## src/rtl/audionet_pkg.sv

```systemverilog
// Shared definitions for the audio network framing blocks.
//   CH_W    : bits per channel sample
//   N_CH    : channels per TDM frame
//   FRAME_W : width of one assembled frame
//   chan_t  : channel index type
//   frame_t : full frame type
//   state_t : frame assembler state encoding (IDLE / FILL / FULL)
package audionet_pkg;

    localparam int CH_W    = 32;
    localparam int N_CH    = 8;
    localparam int FRAME_W = CH_W * N_CH;
    localparam int CHAN_W  = $clog2(N_CH);

    typedef logic [CHAN_W-1:0]  chan_t;
    typedef logic [FRAME_W-1:0] frame_t;

    // IDLE : block disabled or just enabled
    // FILL : accepting sample beats
    // FULL : period closed (all channels in or s_last seen), waiting for tick
    typedef enum logic [1:0] {
        IDLE = 2'd0,
        FILL = 2'd1,
        FULL = 2'd2
    } state_t;

endpackage

```

## src/rtl/tdm_frame_pack_merge.sv

```systemverilog
// frame_merge: combinational frame builder used on the frame tick.
// Each output slice takes, in priority order:
//   1. the beat being accepted in this cycle, if it targets that slice
//   2. the assembled sample, if the channel arrived this period
//   3. the previous frame's slice (HOLD_ON_MISS=1) or zero (HOLD_ON_MISS=0)
// Ports:
//   asm_data   in   assembly buffer, one slice per channel
//   chan_mask  in   channels received this period
//   beat_en    in   a valid in-range beat is accepted this cycle
//   beat_chan  in   channel of that beat
//   beat_data  in   sample of that beat
//   old_pdata  in   currently presented frame
//   merged     out  frame to present next
//   eff_mask   out  chan_mask including the current beat
module frame_merge
    import audionet_pkg::*;
#(
    parameter int CHANNELS     = N_CH,
    parameter int WIDTH        = CH_W,
    parameter bit HOLD_ON_MISS = 1'b1
) (
    input  logic [CHANNELS-1:0][WIDTH-1:0] asm_data,
    input  logic [CHANNELS-1:0]            chan_mask,
    input  logic                           beat_en,
    input  chan_t                          beat_chan,
    input  logic [WIDTH-1:0]               beat_data,
    input  logic [CHANNELS-1:0][WIDTH-1:0] old_pdata,
    output logic [CHANNELS-1:0][WIDTH-1:0] merged,
    output logic [CHANNELS-1:0]            eff_mask
);

    genvar gi;
    generate
        for (gi = 0; gi < CHANNELS; gi++) begin : g_slice
            logic beat_hit;
            assign beat_hit     = beat_en && (beat_chan == chan_t'(gi));
            assign merged[gi]   = beat_hit      ? beat_data     :
                                  chan_mask[gi] ? asm_data[gi]  :
                                  HOLD_ON_MISS  ? old_pdata[gi] : '0;
            assign eff_mask[gi] = chan_mask[gi] | beat_hit;
        end
    endgenerate

endmodule

```

## src/rtl/tdm_frame_pack.sv

```systemverilog
// tdm_frame_pack: gathers per-channel samples from a stream and presents one
// CHANNELS x WIDTH frame per frame_tick as a single-cycle valid with pdata,
// plus single-cycle count pulses for missing, duplicate and stalled samples.
// Ports:
//   clk          system clock
//   rst          synchronous active-high reset
//   enable       block enable; low clears assembly state (pdata is held)
//   frame_tick   1-cycle frame-rate strobe
//   s_valid      sample beat valid
//   s_ready      sample beat ready (high only while filling and enabled)
//   s_chan       channel index of the beat
//   s_data       sample data
//   s_last       last beat of this frame period
//   valid        1-cycle frame valid, one cycle after frame_tick
//   pdata        frame, channel n at [n*WIDTH +: WIDTH]; held between valids
//   missIncr     frame emitted with at least one channel absent
//   dupIncr      a channel was written twice in one period (cycle after the beat)
//   overrunIncr  the source was stalled during the period just closed
module tdm_frame_pack
    import audionet_pkg::*;
#(
    parameter int CHANNELS     = N_CH,
    parameter int WIDTH        = CH_W,
    parameter bit HOLD_ON_MISS = 1'b1
) (
    input  logic                      clk,
    input  logic                      rst,
    input  logic                      enable,
    input  logic                      frame_tick,
    input  logic                      s_valid,
    output logic                      s_ready,
    input  chan_t                     s_chan,
    input  logic [WIDTH-1:0]          s_data,
    input  logic                      s_last,
    output logic                      valid,
    output logic [CHANNELS*WIDTH-1:0] pdata,
    output logic                      missIncr,
    output logic                      dupIncr,
    output logic                      overrunIncr
);

    localparam logic [CHANNELS-1:0] FULL_MASK = '1;

    state_t                         state_reg;
    logic [CHANNELS-1:0][WIDTH-1:0] asm_reg;
    logic [CHANNELS-1:0]            mask_reg;
    logic                           stall_reg;
    logic [CHANNELS-1:0][WIDTH-1:0] pdata_reg;
    logic                           valid_reg;
    logic                           miss_reg;
    logic                           dup_reg;
    logic                           over_reg;

    logic                           chan_in_range;
    logic                           accept;
    logic                           beat_en;
    logic                           stall_now;
    logic                           dup_now;
    logic [CHANNELS-1:0][WIDTH-1:0] merged;
    logic [CHANNELS-1:0]            eff_mask;

    // Only a narrower channel count can see indices that do not exist;
    // such beats are consumed but leave the frame untouched.
    generate
        if (CHANNELS == (1 << $bits(chan_t))) begin : g_full_idx
            assign chan_in_range = 1'b1;
        end else begin : g_part_idx
            assign chan_in_range = (int'(s_chan) < CHANNELS);
        end
    endgenerate

    // Gating with enable keeps a beat from being taken in the very cycle
    // the block is being cleared.
    assign s_ready   = enable && (state_reg == FILL);
    assign accept    = s_valid && s_ready;
    assign beat_en   = accept && chan_in_range;
    assign stall_now = enable && s_valid && !s_ready;
    assign dup_now   = beat_en && mask_reg[s_chan];

    frame_merge #(
        .CHANNELS     (CHANNELS),
        .WIDTH        (WIDTH),
        .HOLD_ON_MISS (HOLD_ON_MISS)
    ) u_merge (
        .asm_data  (asm_reg),
        .chan_mask (mask_reg),
        .beat_en   (beat_en),
        .beat_chan (s_chan),
        .beat_data (s_data),
        .old_pdata (pdata_reg),
        .merged    (merged),
        .eff_mask  (eff_mask)
    );

    always_ff @(posedge clk) begin
        if (rst) begin
            state_reg <= IDLE;
            asm_reg   <= '0;
            mask_reg  <= '0;
            stall_reg <= 1'b0;
            pdata_reg <= '0;
            valid_reg <= 1'b0;
            miss_reg  <= 1'b0;
            dup_reg   <= 1'b0;
            over_reg  <= 1'b0;
        end else if (!enable) begin
            // Soft clear: everything but the presented frame.
            state_reg <= IDLE;
            asm_reg   <= '0;
            mask_reg  <= '0;
            stall_reg <= 1'b0;
            valid_reg <= 1'b0;
            miss_reg  <= 1'b0;
            dup_reg   <= 1'b0;
            over_reg  <= 1'b0;
        end else begin
            valid_reg <= 1'b0;
            miss_reg  <= 1'b0;
            over_reg  <= 1'b0;
            dup_reg   <= dup_now;

            if (beat_en) begin
                asm_reg[s_chan] <= s_data;
            end

            if (frame_tick) begin
                // The beat taken in the tick cycle is already folded into
                // merged/eff_mask, so the new period starts empty.
                pdata_reg <= merged;
                valid_reg <= 1'b1;
                miss_reg  <= (eff_mask != FULL_MASK);
                over_reg  <= stall_reg || stall_now;
                mask_reg  <= '0;
                stall_reg <= 1'b0;
                state_reg <= FILL;
            end else begin
                mask_reg <= eff_mask;
                if (stall_now) begin
                    stall_reg <= 1'b1;
                end
                case (state_reg)
                    IDLE: state_reg <= FILL;
                    FILL: begin
                        if (accept && ((eff_mask == FULL_MASK) || s_last)) begin
                            state_reg <= FULL;
                        end
                    end
                    default: state_reg <= state_reg;
                endcase
            end
        end
    end

    assign valid       = valid_reg;
    assign pdata       = pdata_reg;
    assign missIncr    = miss_reg;
    assign dupIncr     = dup_reg;
    assign overrunIncr = over_reg;

endmodule
```

## config.mk

```make
export PLATFORM = sky130hd
export DESIGN_NAME = tdm_frame_pack
export DESIGN_NICKNAME = d
export VERILOG_FILES = /design/src/rtl/audionet_pkg.sv /design/src/rtl/tdm_frame_pack_merge.sv /design/src/rtl/tdm_frame_pack.sv
export SDC_FILE = /design/constraint.sdc
export NUM_CORES = 1
export LEC_CHECK = 0
export CAP_MARGIN = 20
export CORE_MARGIN = 3
export CORE_UTILIZATION = 35
export CTS_CLUSTER_SIZE = 30
export DETAILED_ROUTE_END_ITERATION = 16
export MAX_ROUTING_LAYER = met4
export PLACE_DENSITY = 0.54
export RECOVER_POWER = 100
export SETUP_SLACK_MARGIN = 0.15
export SLEW_MARGIN = 15
export SYNTH_ARGS = -nofsm -noshare
export SYNTH_HDL_FRONTEND = slang
export SYNTH_SLANG_ARGS = --single-unit
```

## constraint.sdc

```tcl
create_clock -name clk -period 3 [get_ports clk]
set_clock_uncertainty 0.15 [all_clocks]
set_input_delay 0.45 -clock clk [delete_from_list [all_inputs] [get_ports clk]]
set_output_delay 0.45 -clock clk [all_outputs]
set_load 0.02 [all_outputs]
```

==> impl_table.tex <==
\begin{tabular}{lr}
\hline
Metric & Value \\
\hline
\multicolumn{2}{l}{\textbf{Outcome}} \\
\quad Run status & completed \\
\multicolumn{2}{l}{\textbf{STA}} \\
\quad F\_max & 0.370 GHz \\
\quad Max-slew violations & 0 \\
\quad Share of the cycle needed by the critical path after routing & between 90\% and 100\% \\
\quad Total count of hold-check failures in the final report & 0 \\
\quad Total Neg Setup Slack & 0 ns \\
\quad Final Critical Period & around 2.7 ns \\
\quad Setup repair after global routing missed its margin & false \\
\quad Relative slew slack & approximately half \\
\quad Slew @ Worst Pin & 0.771 ns \\
\quad Setup violators final & 0 \\
\multicolumn{2}{l}{\textbf{Logic synthesis}} \\
\quad Flops \& latches, synth & 527 \\
\quad Most frequent cell after synthesis & nor2\_1 \\
\quad Most frequent cells after synthesis & nor2\_1, dfxtp\_1, mux2i\_1 \\
\quad Fraction of registers with async set or reset after synthesis & 0\% \\
\quad EDFF count, synth & 0 \\
\quad Part of the Yosys area used for sequential elements & 57.4\% \\
\quad Fraction of synthesized cell area taken by the top area cell type & a little under three fifths \\
\quad Warning count from the yosys run & 0 \\
\quad Library cell with the largest summed area after synthesis & dfxtp\_1 \\
\quad Post-synth net total & 1845 \\
\quad Mean area per synthesized cell & between 10 and 15 sq um \\
\quad Count of unique library cells instantiated by Yosys & 35 \\
\quad Instance count of the mapped netlist & 1804 \\
\quad Commonest register cell after synthesis & dfxtp\_1 \\
\quad Area of the mapped netlist & $\sim$18000 sq um \\
\quad Leading cell types by total area after synthesis & dfxtp\_1, mux2i\_1, nor2\_1, a211oi\_1, clkbuf\_1 \\
\multicolumn{2}{l}{\textbf{Power and ir drop}} \\
\quad Internal cell power & roughly 0.011 W \\
\quad Final Total Pwr & $\sim$0.015 W \\
\quad Peak supply drop & between 0.0004 and 0.0005 V \\
\quad Sw frac & roughly 22\% \\
\quad Net switching power figure & 0.00315 W \\
\quad Power density over the cells & between 600 and 700 nW/um\^{}2 \\
\quad Power share of the combinational group & 3.8\% \\
\quad Portion of total power attributed to sequential cells & about half \\
\quad Leakage component of the power & 8.67 nW \\
\quad Clock network power share & between 40 and 50\% \\
\multicolumn{2}{l}{\textbf{Detailed routing}} \\
\quad Number of vias per cell & about 5.0 \\
\quad Total via count in the routed design & between 10000 and 15000 \\
\quad Initial DRC Count & slightly above 800 \\
\quad Aggregate routed wire length & between 50000 and 60000 microns \\
\quad Average detailed-routed wire length per instance & 20.7 microns \\
\quad DRC & 0 \\
\quad Antenna Violating Nets Remaining & 0 \\
\quad First-pass DRT Iterations & 7 \\
\multicolumn{2}{l}{\textbf{Die}} \\
\quad Die W & $\sim$240 microns \\
\quad Cell row count & just over 80 \\
\quad Die area & between 50000 and 60000 sq um \\
\quad Die Span Y & between 200 and 250 microns \\
\quad Core outline area & between 50000 and 60000 sq um \\
\quad Initial Util & between 30\% and 40\% \\
\quad Num ports & roughly 300 \\
\multicolumn{2}{l}{\textbf{GRT}} \\
\quad Aggregate global routing overflow & 0 \\
\quad Number of antenna violations at the first check in global routing & 1 \\
\quad Maximum number of pins on one net before global-route repair & around 140 \\
\quad Number of global-route vias before repair & 13300 \\
\quad First-pass GRT wire length & 85300 microns \\
\quad GRT Overall Usage & approximately a fifth \\
\multicolumn{2}{l}{\textbf{CTS}} \\
\quad Number of gates resized after cts & 0 \\
\quad Clock input transition at the sequential cells of the worst setup and hold paths & 0.06 ns \\
\quad H-tree depth & 2 \\
\quad \# clock sinks & approximately 530 \\
\quad Clock Tree Root & clkbuf\_16 \\
\quad TritonCTS clock tree & built \\
\quad Clock Latency Late Sink & 0.60 ns \\
\quad Number of clock buffers inserted by TritonCTS & 55 \\
\quad CTS Buffer Depth & 3 \\
\multicolumn{2}{l}{\textbf{Hold path}} \\
\quad Classification of the worst-slack hold path & flip-flop to flip-flop \\
\multicolumn{2}{l}{\textbf{Place}} \\
\quad Port Buf Inserts & around 300 \\
\quad Placed wire-length estimate after detailed placement & between 30000 and 40000 microns \\
\quad Weighted congestion reported at the end of routability-driven placement & about 0.8 \\
\quad Placed Instances & about 2700 \\
\multicolumn{2}{l}{\textbf{Worst setup path}} \\
\quad Critical path class & primary input to primary output \\
\quad Required @ worst endpoint & 2.40 ns \\
\quad Startpoint type of the worst setup path & primary input \\
\quad Maximum fanout encountered on the critical timing path & 6 \\
\quad Critical Path AT & between 2 and 2.5 ns \\
\quad Endpoint class of the critical path & primary output \\
\multicolumn{2}{l}{\textbf{Job}} \\
\quad Reported max-cap violation count & 0 \\
\multicolumn{2}{l}{\textbf{Finish}} \\
\quad Count of antenna diodes in the layout & 0 \\
\quad Number of cells in the finished layout apart from fillers & $\sim$2800 \\
\quad Area grow syn2layout & 29.6\% \\
\quad Share of final-layout standard cells stronger than drive strength 1 & about 7.4\% \\
\quad Net count reported at finish & about 2100 \\
\hline
\end{tabular}
==> worst paths after layout <==
path / startpoint / end / slack [ns] / depth (start not counted)
max: enable / s_ready / 0.30 / 4
min: stall_reg$_SDFFE_PP0P_ / overrunIncr$_SDFF_PP0_ / 0.32 / 2
max reg2reg: state_reg[0]$_SDFFE_PP0P_ / pdata[111]$_SDFFE_PP0P_ / 0.52 / 6
min reg2reg: stall_reg$_SDFFE_PP0P_ / overrunIncr$_SDFF_PP0_ / 0.32 / 2
==> metal layers <==
layer  vias to the layer above  GRT usage, %  part of all wire (%)
li1                       6656             -                     -
met1                      6525          28.2                    47
met2                       389          31.5                    45
met3                        76          4.38                   5.9
met4                         0          4.88                   2.2
met5                         -             -                     0
==> cell families after synthesis <==
group	share of synthesized area (%)
AND/OR/NAND/NOR	12.0
flip-flops	57.4
AO/OA/AOI/OAI	11.5
multiplexers	14.3
buffers and inverters	4.80
==> worst max-delay path, cell delays in order <==
cell and delay, ns:
dlygate4sd3_1 0.71, inv_1 0.10, nor2_1 0.15, dlygate4sd3_1 0.69
==> stage by stage <==
stage	hold slack (ns)	utilization (%)	setup slack [ns]	cell area, sq um
6_report	0.317	46.1	0.296	23800
5_1_grt	0.351	46.1	0.199	23800
4_1_cts	0.305	46.5	0.401	24000
3_5_place_dp	0.304	42.8	0.161	22100
3_3_place_gp	0.288	42.8	0.211	22100
2_1_floorplan	0.274	-	0.902	18400
==> timing repair <==
action | CTS | global route
hold buffers | 1 | 0
endpoints found under the hold margin | 1 | 0
setup buffers | 0 | 0
==> layout by cell type, fill, tap and decap left out, types with 7 or more instances in the layout <==
cell type	instances
clkbuf_16	57
nand2_1	7
buf_12	18
a211oi_1	247
clkbuf_8	10
nor2_1	530
clkdlybuf4s50_1	37
clkinv_2	9
mux2i_1	257
buf_4	23
a211oi_2	9
dfxtp_1	527
clkbuf_1	17
dlygate4sd3_1	264
==> power groups by stage <==
stage | Clock, W | Combinational (W) | Sequential, W
final | 0.00695 | 0.000551 | 0.00704
after global routing | 0.00739 | 0.000586 | 0.00704
after CTS | 0.00714 | 0.000575 | 0.00704
after detailed placement | 0 | 0.000572 | 0.00720
after global placement | 0 | 0.000568 | 0.00720
after floorplan | 0 | 0.000251 | 0.00721
==> cell type report <==
cell class / count / area (sq um)
Inverter: 4 / 15.0
Sequential cell: 527 / 10600
Multi-Input combinational cell: 1095 / 6920
Fill cell: 4900 / 27800
Clock buffer: 77 / 1600
Tap cell: 680 / 851
Timing Repair Buffer: 355 / 3620
Clock inverter: 18 / 249
(Power assumes the default switching activity.)
